==> src/rtl/rx_fsm_pkg.sv <==
// ============================================================================
// Module : uart_pkg
// Desc   : Shared UART types and frame constants for the receiver slice.
//          Majority voting is enabled by UART_RX_MAJORITY_EN.
// Rev    : 1.0 initial release
// ============================================================================
`default_nettype none

package uart_pkg;

  typedef enum logic [2:0] {
    IDLE   = 3'd0,
    START  = 3'd1,
    DATA   = 3'd2,
    PARITY = 3'd3,
    STOP   = 3'd4
  } rx_state_t;

  localparam int PARITY_EVEN   = 0;
  localparam int PARITY_ODD    = 1;
  localparam int MIN_DIVISOR   = 4;
  localparam int MIN_DATA_BITS = 5;
  localparam int MAX_DATA_BITS = 8;

  function automatic logic maj3(input logic a, input logic b, input logic c);
    return (a & b) | (a & c) | (b & c);
  endfunction

endpackage

`default_nettype wire

==> src/rtl/rx_fsm_if.sv <==
// ============================================================================
// Module : rx_fsm_if
// Desc   : Serial line in, parallel word and status flags out.
// Rev    : 1.0 initial release
// ============================================================================
`default_nettype none

interface rx_fsm_if;
  logic       RX;
  logic [7:0] data_out;
  logic       rx_valid;
  logic       parity_err;
  logic       frame_err;
  logic       busy;

  // master drives the line and consumes results; slave is the receiver
  modport master (output RX, input data_out, rx_valid, parity_err, frame_err, busy);
  modport slave  (input RX, output data_out, rx_valid, parity_err, frame_err, busy);
endinterface

`default_nettype wire

==> src/rtl/rx_fsm_sync.sv <==
// ============================================================================
// Module : rx_sync
// Desc   : Two-flop synchronizer, asynchronous active-low reset to 1.
// Rev    : 1.0 initial release
// ============================================================================
`default_nettype none

module rx_sync (
  input  logic clk,
  input  logic rst_n,
  input  logic d_i,
  output logic q_o
);

  logic meta_q;
  logic sync_q;

  always_ff @(posedge clk or negedge rst_n) begin
    if (!rst_n) begin
      meta_q <= 1'b1;
      sync_q <= 1'b1;
    end else begin
      meta_q <= d_i;
      sync_q <= meta_q;
    end
  end

  assign q_o = sync_q;

endmodule

`default_nettype wire

==> src/rtl/rx_fsm.sv <==
// ============================================================================
// Module : rx_fsm
// Desc   : UART receiver (start, LSB-first data, parity, stop), centre sampled.
//          Define UART_RX_MAJORITY_EN for 2-of-3 majority sampling.
// Rev    : 1.0 initial release
// ============================================================================
`default_nettype none

module rx_fsm
  import uart_pkg::*;
#(
  parameter int divisor     = 10,
  parameter int rx_num_bits = 8,
  parameter int parity      = PARITY_EVEN
) (
  input  logic       clk,
  input  logic       RSTn,
  rx_fsm_if.slave    bus
);

  localparam logic [31:0] c_half     = 32'(divisor / 2 - 1);
  localparam logic [31:0] c_full     = 32'(divisor - 1);
  localparam logic [31:0] c_last_bit = 32'(rx_num_bits - 1);

  if (divisor < MIN_DIVISOR || rx_num_bits < MIN_DATA_BITS ||
      rx_num_bits > MAX_DATA_BITS) begin : g_bad_param
    $error("rx_fsm: divisor must be >= 4 and rx_num_bits in 5..8");
  end

  rx_state_t   state_q;
  logic [31:0] baud_q;
  logic [3:0]  bit_q;
  logic [7:0]  shift_q;
  logic        par_q;
  logic [7:0]  data_q;
  logic        valid_q;
  logic        perr_q;
  logic        ferr_q;
  logic        busy_q;
  logic        rx_s_d_q;

  logic rx_s;
  logic w_sample;
  logic w_exp_par;

  rx_sync u_sync (
    .clk   (clk),
    .rst_n (RSTn),
    .d_i   (bus.RX),
    .q_o   (rx_s)
  );

`ifdef UART_RX_MAJORITY_EN
  // hist_q holds rx_s from counts S-1 and S-2; the live rx_s is count S
  logic [1:0] hist_q;

  always_ff @(posedge clk or negedge RSTn) begin
    if (!RSTn) begin
      hist_q <= 2'b11;
    end else begin
      hist_q <= {hist_q[0], rx_s};
    end
  end

  assign w_sample = maj3(hist_q[1], hist_q[0], rx_s);
`else
  assign w_sample = rx_s;
`endif

  // shift_q bits above rx_num_bits stay 0, so full-width XOR is the word parity
  assign w_exp_par = (parity == PARITY_ODD) ? ~^shift_q : ^shift_q;

  always_ff @(posedge clk or negedge RSTn) begin
    if (!RSTn) begin
      state_q  <= IDLE;
      baud_q   <= '0;
      bit_q    <= '0;
      shift_q  <= '0;
      par_q    <= 1'b0;
      data_q   <= '0;
      valid_q  <= 1'b0;
      perr_q   <= 1'b0;
      ferr_q   <= 1'b0;
      busy_q   <= 1'b0;
      rx_s_d_q <= 1'b1;
    end else begin
      rx_s_d_q <= rx_s;
      valid_q  <= 1'b0;
      perr_q   <= 1'b0;
      ferr_q   <= 1'b0;

      unique case (state_q)
        IDLE: begin
          baud_q <= '0;
          bit_q  <= '0;
          if (rx_s_d_q && !rx_s) begin
            state_q <= START;
            busy_q  <= 1'b1;
            shift_q <= '0;
          end
        end

        START: begin
          if (baud_q == c_half) begin
            baud_q <= '0;
            if (!w_sample) begin
              state_q <= DATA;
            end else begin
              state_q <= IDLE;
              busy_q  <= 1'b0;
            end
          end else begin
            baud_q <= baud_q + 32'd1;
          end
        end

        DATA: begin
          if (baud_q == c_full) begin
            baud_q                <= '0;
            shift_q[bit_q[2:0]]   <= w_sample;
            bit_q                 <= bit_q + 4'd1;
            if ({28'd0, bit_q} == c_last_bit) begin
              state_q <= PARITY;
            end
          end else begin
            baud_q <= baud_q + 32'd1;
          end
        end

        PARITY: begin
          if (baud_q == c_full) begin
            baud_q  <= '0;
            par_q   <= w_sample;
            state_q <= STOP;
          end else begin
            baud_q <= baud_q + 32'd1;
          end
        end

        STOP: begin
          if (baud_q == c_full) begin
            baud_q  <= '0;
            data_q  <= shift_q;
            perr_q  <= par_q ^ w_exp_par;
            ferr_q  <= !w_sample;
            valid_q <= 1'b1;
            busy_q  <= 1'b0;
            state_q <= IDLE;
          end else begin
            baud_q <= baud_q + 32'd1;
          end
        end

        default: begin
          state_q <= IDLE;
          busy_q  <= 1'b0;
        end
      endcase
    end
  end

  assign bus.data_out   = data_q;
  assign bus.rx_valid   = valid_q;
  assign bus.parity_err = perr_q;
  assign bus.frame_err  = ferr_q;
  assign bus.busy       = busy_q;

endmodule

`default_nettype wire
==> src/flat_wrapper.sv <==
// flat-port wrapper written by rule: the top's interface ports become plain ports
module rx_fsm_flat import uart_pkg::*;
#(
  parameter int divisor     = 10,
  parameter int rx_num_bits = 8,
  parameter int parity      = PARITY_EVEN
)
  (clk, RSTn, bus_RX, bus_data_out, bus_rx_valid, bus_parity_err, bus_frame_err, bus_busy);
  rx_fsm_if bus_i ();
  input  logic clk;
  input  logic RSTn;
  input wire logic [$bits(bus_i.RX)-1:0] bus_RX;
  output wire logic [$bits(bus_i.data_out)-1:0] bus_data_out;
  output wire logic [$bits(bus_i.rx_valid)-1:0] bus_rx_valid;
  output wire logic [$bits(bus_i.parity_err)-1:0] bus_parity_err;
  output wire logic [$bits(bus_i.frame_err)-1:0] bus_frame_err;
  output wire logic [$bits(bus_i.busy)-1:0] bus_busy;
  assign bus_i.RX = bus_RX;
  assign bus_data_out = bus_i.data_out;
  assign bus_rx_valid = bus_i.rx_valid;
  assign bus_parity_err = bus_i.parity_err;
  assign bus_frame_err = bus_i.frame_err;
  assign bus_busy = bus_i.busy;
  rx_fsm #(.divisor(divisor), .rx_num_bits(rx_num_bits), .parity(parity)) u_core (.clk(clk), .RSTn(RSTn), .bus(bus_i));
endmodule
==> config.mk <==
export PLATFORM = sky130hd
export DESIGN_NAME = rx_fsm_flat
export DESIGN_NICKNAME = d
export VERILOG_FILES = /design/src/rtl/rx_fsm_pkg.sv /design/src/rtl/rx_fsm_if.sv /design/src/rtl/rx_fsm_sync.sv /design/src/rtl/rx_fsm.sv /design/src/flat_wrapper.sv
export SDC_FILE = /design/constraint.sdc
export NUM_CORES = 1
export LEC_CHECK = 0
export ABC_AREA = 1
export ABC_CLOCK_PERIOD_IN_PS = 1800
export CORE_MARGIN = 10
export CORE_UTILIZATION = 35
export CTS_BUF_LIST = sky130_fd_sc_hd__clkbuf_2
export DETAILED_ROUTE_END_ITERATION = 6
export SLEW_MARGIN = 40
export SYNTH_ARGS = -nofsm -noshare
export SYNTH_HDL_FRONTEND = slang
export SYNTH_SLANG_ARGS = --single-unit
==> constraint.sdc <==
create_clock -name clk -period 1.8 [get_ports clk]
set_input_delay 0.36 -clock clk [delete_from_list [all_inputs] [get_ports clk]]
set_output_delay 0.36 -clock clk [all_outputs]
set_load 0.01 [all_outputs]
Word level (Yosys, flattened, before mapping)

Cells that the tools add are included.

Output and inout bits: 12
Word-level logic and storage cells: 78
Flip-flop bits (word level): 63

Equality and inequality tests: 14
$add $sub $neg: 2
$lt $le $gt $ge: 2
Bitwise gates (word level): 2
Mux-type cells: 30
Reductions and logical operators: 15

Operator list:

| kind                    | number |
|---|---|
| $pmux W32 S3            | 1 |
| $mux W32                | 2 |
| $add A32 B1 Y32 const B | 1 |
| $eq A32 B3 Y1 const B   | 1 |
| $eq A32 B4 Y1 const B   | 1 |
| $mux W3                 | 6 |
| $mux W8                 | 2 |
| $pmux W8 S2             | 1 |
| $pmux W3 S5             | 1 |
| $ne A2 B1 Y1 const B    | 6 |
| $mux W1                 | 11 |
| $bwmux W8               | 1 |
| $pmux W4 S2             | 1 |
| $reduce_xor A8 Y1       | 1 |
| $eq A3 B2 Y1 const B    | 2 |
| $reduce_and A2 Y1       | 3 |
| $reduce_and A6 Y1       | 1 |
| $reduce_and A5 Y1       | 1 |
| $add A4 B1 Y4 const B   | 1 |
| $eq A4 B3 Y1 const B    | 1 |
| $lt A3 B4 Y1 const B    | 1 |
| $mux W4                 | 1 |
| $pmux W1 S4             | 1 |
| $demux W1 S3            | 1 |
| 15 further kinds        | 16 |

Longest topological paths before layout

Depth after elaboration: 7
Mapped depth: 11
Gate-level depth less buffers: 11

Cells and area by module

A second synthesis with hierarchy kept.

Cells, all modules: 546
Area, all modules: 3776.1 µm²

Modules (own cells, without submodules):

| module  | times used | cells each | area an instance (µm²) |
|---|---|---|---|
| rx_fsm  | 1          | 544        | 3723.6 |
| rx_sync | 1          | 2          | 52.6 |

Worst setup path before layout

OpenSTA, ideal clock, no wires.

Path type: register to register
Start point: reg u_core.baud_q[0]
End point: reg u_core.baud_q[11]
Arrival time: 1.452 ns
Library setup time: 0.133 ns
Required time: 1.667 ns
Setup slack: 0.216 ns
Stages on the path, launching flop included: 11
Period minus slack after synthesis: 1.584 ns
Cells stage by stage: dfrtp_1 -> inv_1 -> ha_1 -> nand3_1 -> nor2_1 -> nand2_1 -> o21ai_2 -> o21ai_4 -> inv_2 -> buf_6 -> a21oi_1

Word-level cells in the longest chain between the ends: 3
Elaborated cells on any way between the ends: 6

RTL lines:

| item                                    | RTL line      | RTL |
|---|---|---|
| start, declared                         | rx_fsm.sv:31  | `logic [31:0] baud_q;` |
| start signal, assigned                  | rx_fsm.sv:113 | `baud_q <= baud_q + 32'd1;` |
| start signal, assigned                  | rx_fsm.sv:126 | `baud_q <= baud_q + 32'd1;` |
| start signal, assigned                  | rx_fsm.sv:136 | `baud_q <= baud_q + 32'd1;` |
| $add A32 B1 Y32 (tied with other cells) | --            |  |
| $mux W32 (on tied branches)             | --            |  |
| $pmux W32 S3 *                          | rx_fsm.sv:92  | `unique case (state_q)` |

Mark *: on every way between the ends. The rest lies on a longest branch, timed or not.
A chain may end at the register's enable or synchronous reset.

Worst setup path after layout

Start point: reg u_core.baud_q[25]
End point: reg u_core.shift_q[7]

Word-level cells in the longest chain between the ends: 3

RTL lines:

| item                          | RTL line      | RTL |
|---|---|---|
| $eq A32 B4 Y1                 | rx_fsm.sv:118 | `if (baud_q == c_full) begin` |
| $ne A2 B1 Y1 (no line)        | --            |  |
| $reduce_and A3 Y1 (no line)   | --            |  |
| end signal, assigned by index | rx_fsm.sv:120 | `shift_q[bit_q[2:0]] <= w_sample;` |
| end, declared                 | rx_fsm.sv:33  | `logic [7:0] shift_q;` |

Every way passes these cells.

==> impl_results.md <==
- Status: finished, final reports clean
- Synth top area cells: dfrtp_1 (41%), nand2_1 (14%), nor2_1 (6.7%)
- Top cell types by occurrence after synthesis: nand2_1 (138), nor2_1 (66), dfrtp_1 (60)
- Yosys top cell area share: 40.7%
- Number of antenna violations at the first check in global routing: 1
- Layout cell share with drive strength beyond 1: 19.8%
- RSZ-0062 raised after global routing: yes
- Sink Count: 63
- Min-Delay Path Class: in2reg
- Vias per inst: 4.90
- Pwr Density: 908 nW/um^2
- Peak supply drop: 528 uV
- Remaining antenna violation count: 0
- GRT overflow: 0
- Final min period: 1.78 ns
- Slowest stage delay, CP: 0.46 ns
- DP Cell Count: 670
- Non-Filler Instances: 699
- Buf/Inv on CP: 0
- Average size of a mapped cell: 7.43 um^2
- Max Clk Rate: 561 MHz
- Stages on the worst setup path: 10
- Max-slew headroom: 67.1%
- CTS tree: done
- Die height: 123 um
- Mapped Nets: 504
- Die area: 15100 um^2
- WHS Path Cells: 1
- Vias in the first global route: 3135
- CORE AREA: 10300 um^2
- Cell area after synthesis: 3690 um^2
- Pre-CTS setup slack: -0.00985 ns
- CP most frequent cell: nand2_1
- Worst slew pin tran: 0.493 ns
- Max Slew Vio Count: 0
- Critical Path RT: 2.24 ns
- Max Cap Violations: 0
- Critical Path AT: 2.22 ns
- Yosys cell types: 37
- H-tree depth: 3
- Post-synth EDFFs: 0
- Startpoint class of the critical path: flip-flop
- Fin Clk Skew: 0.0336 ns
- Port-buffer cells: 14
- Worst reg2reg path depth: 10
- Cell Chain, Critical Path: nor2_1 > nand2_1 > nor2_4 > nand2_2 > nor2_4 > nand2_4 > nand2_4 > nand3_1 > nand2_1 > nand2_1
- Final worst slack: 0.0183 ns
- Post-synthesis sequential area ratio: 42.8%
- CP Max Fanout: 7
- TritonRoute pass-1 iters: 5
- Tot GR Track Use: 12.5%
- Initial DRC count: 256
- Synthesis-to-finish area growth: 22.2%
- Worst Hold Slack: 0.212 ns
- CP Class: reg2reg
- DRC errors left: 0
- Post-synth top area cell: dfrtp_1
- Hold Fails Final Rpt: 0
- Async SR Flop Fraction: 100%
- Worst setup EP type: flip-flop
- Initial Utilization: 35.8%
- Total CTS buffers: 9
- Final Wtd Congestion: 0.894
- Final Net Count: 564
- Post-DR wirelength/cell: 13.2 um
- Clk root buf: clkbuf_2
- Largest net degree at the start of global routing: 64
- Die Width: 123 um
- Delay-heaviest family, CP: simple AND/OR/NAND/NOR gates
- Slowest CP cell: dfrtp_1
- Crit share post-route: 99.0%
- TNS Setup: 0 ns
- Top FF cell, synth: dfrtp_1
- CTS clk-pin slew, worst paths: 0.21 ns
- Worst skew pair latency: 0.53 ns
- YS warnings: 0
- # rows: 37
- Final HPWL from detailed placement: 6570 um
- LEAKAGE: 2.18 nW
- Count leader, synth: nand2_1
- CTS Buffer Depth: 2
- Flops & latches, synth: 63
- Post-Synthesis Cells: 497
- Routed vias: 3425
- WL final: 9230 um
- Ports: 15
- First-pass GRT wire length: 15100 um
- Final setup violation count: 0
power by group:
group          total [mW]  switching (mW)  internal, mW
clock network       0.903           0.580         0.323
logic                1.50           0.962         0.538
registers            1.69           0.150          1.54
total                4.09            1.69          2.40
cell usage in the layout (no fill, tap or decap), drive strengths merged, types with 10 or more instances in the layout:
| master | synthesis | routed |
|---|---|---|
| a21oi | 15 | 15 |
| buf | 6 | 43 |
| dfrtp | 60 | 60 |
| dlygate4sd2 | 0 | 12 |
| inv | 55 | 56 |
| nand2 | 141 | 143 |
| nand3 | 34 | 34 |
| nand4 | 19 | 19 |
| nor2 | 73 | 73 |
| nor3 | 16 | 16 |
| o21ai | 21 | 21 |
| xnor2 | 10 | 10 |
| xor2 | 14 | 14 |
layer usage:
layer  vias to the layer above  global-route usage [%]  wire length [um]
met2                        81                    18.1              4090
li1                       1728                       -                 -
met5                         -                       0                 0
met3                        10                    3.31               504
met1                      1606                    17.4              4530
met4                         0                    4.93               102
final cells by class:
class,instances,area (um^2)
diodes,1,2.50
well taps,136,170
repair buffers,57,462
inverters,55,214
fillers,1055,5810
clock inverters,7,72.6
flip-flops and latches,63,1580
clock buffers,9,45.0
multi-input cells,371,1960
repair_timing:
item	in CTS	in global routing
hold buffers	1	0
setup endpoints to repair	27	49
pin swaps	0	15
setup buffers	3	6
cloned	0	2
hold endpoints to repair	60	0
resized for setup	13	33
cell families (layout without fill, tap and decap cells):
logic type / Yosys count / after routing / synth area share (%)
xor gates and xnor gates: 24 / 24 / 5.69
AOI/OAI and AO/OA: 49 / 49 / 7.89
buffers and inverters: 65 / 128 / 7.32
other: 0 / 1 / 0
DFF: 63 / 63 / 42.8
and+or+nand+nor: 292 / 294 / 35.0
adders and majority gates: 4 / 4 / 1.36
state kept, by name, indices dropped and copies added (netlist names):
| signal | flops |
|---|---|
| u_core.baud_q | 32 |
| u_core.bit_q | 4 |
| u_core.bus.busy | 1 |
| u_core.bus.data_out | 8 |
| u_core.bus.frame_err | 1 |
| u_core.bus.parity_err | 1 |
| u_core.bus.rx_valid | 1 |
| u_core.par_q | 1 |
| u_core.rx_s_d_q | 1 |
| u_core.shift_q | 8 |
| u_core.state_q | 3 |
| u_core.u_sync.meta_q | 1 |
| u_core.u_sync.q_o | 1 |
metrics by stage:
stage	util (%)	power, mW	instance area [um^2]
after global placement	40.6	3.03	4200
after global routing	43.7	4.38	4510
after floorplan	-	2.70	3690
final	43.7	4.09	4510
after CTS	42.0	3.97	4330
after detailed placement	40.6	3.05	4200
final timing paths:
check,startpoint,end,slack (ns)
worst min-delay path,bus_RX,u_core.u_sync.meta_q,0.21
min in group asynchronous,RSTn,u_core.baud_q[25],0.32
worst max-delay path,u_core.baud_q[25],u_core.shift_q[7],0.02
worst max register to register,u_core.baud_q[25],u_core.shift_q[7],0.02
max in group asynchronous,RSTn,u_core.rx_s_d_q,1.13
worst min register to register,u_core.u_sync.meta_q,u_core.u_sync.q_o,0.37
No activity file was read; power rests on OpenSTA's default activity.
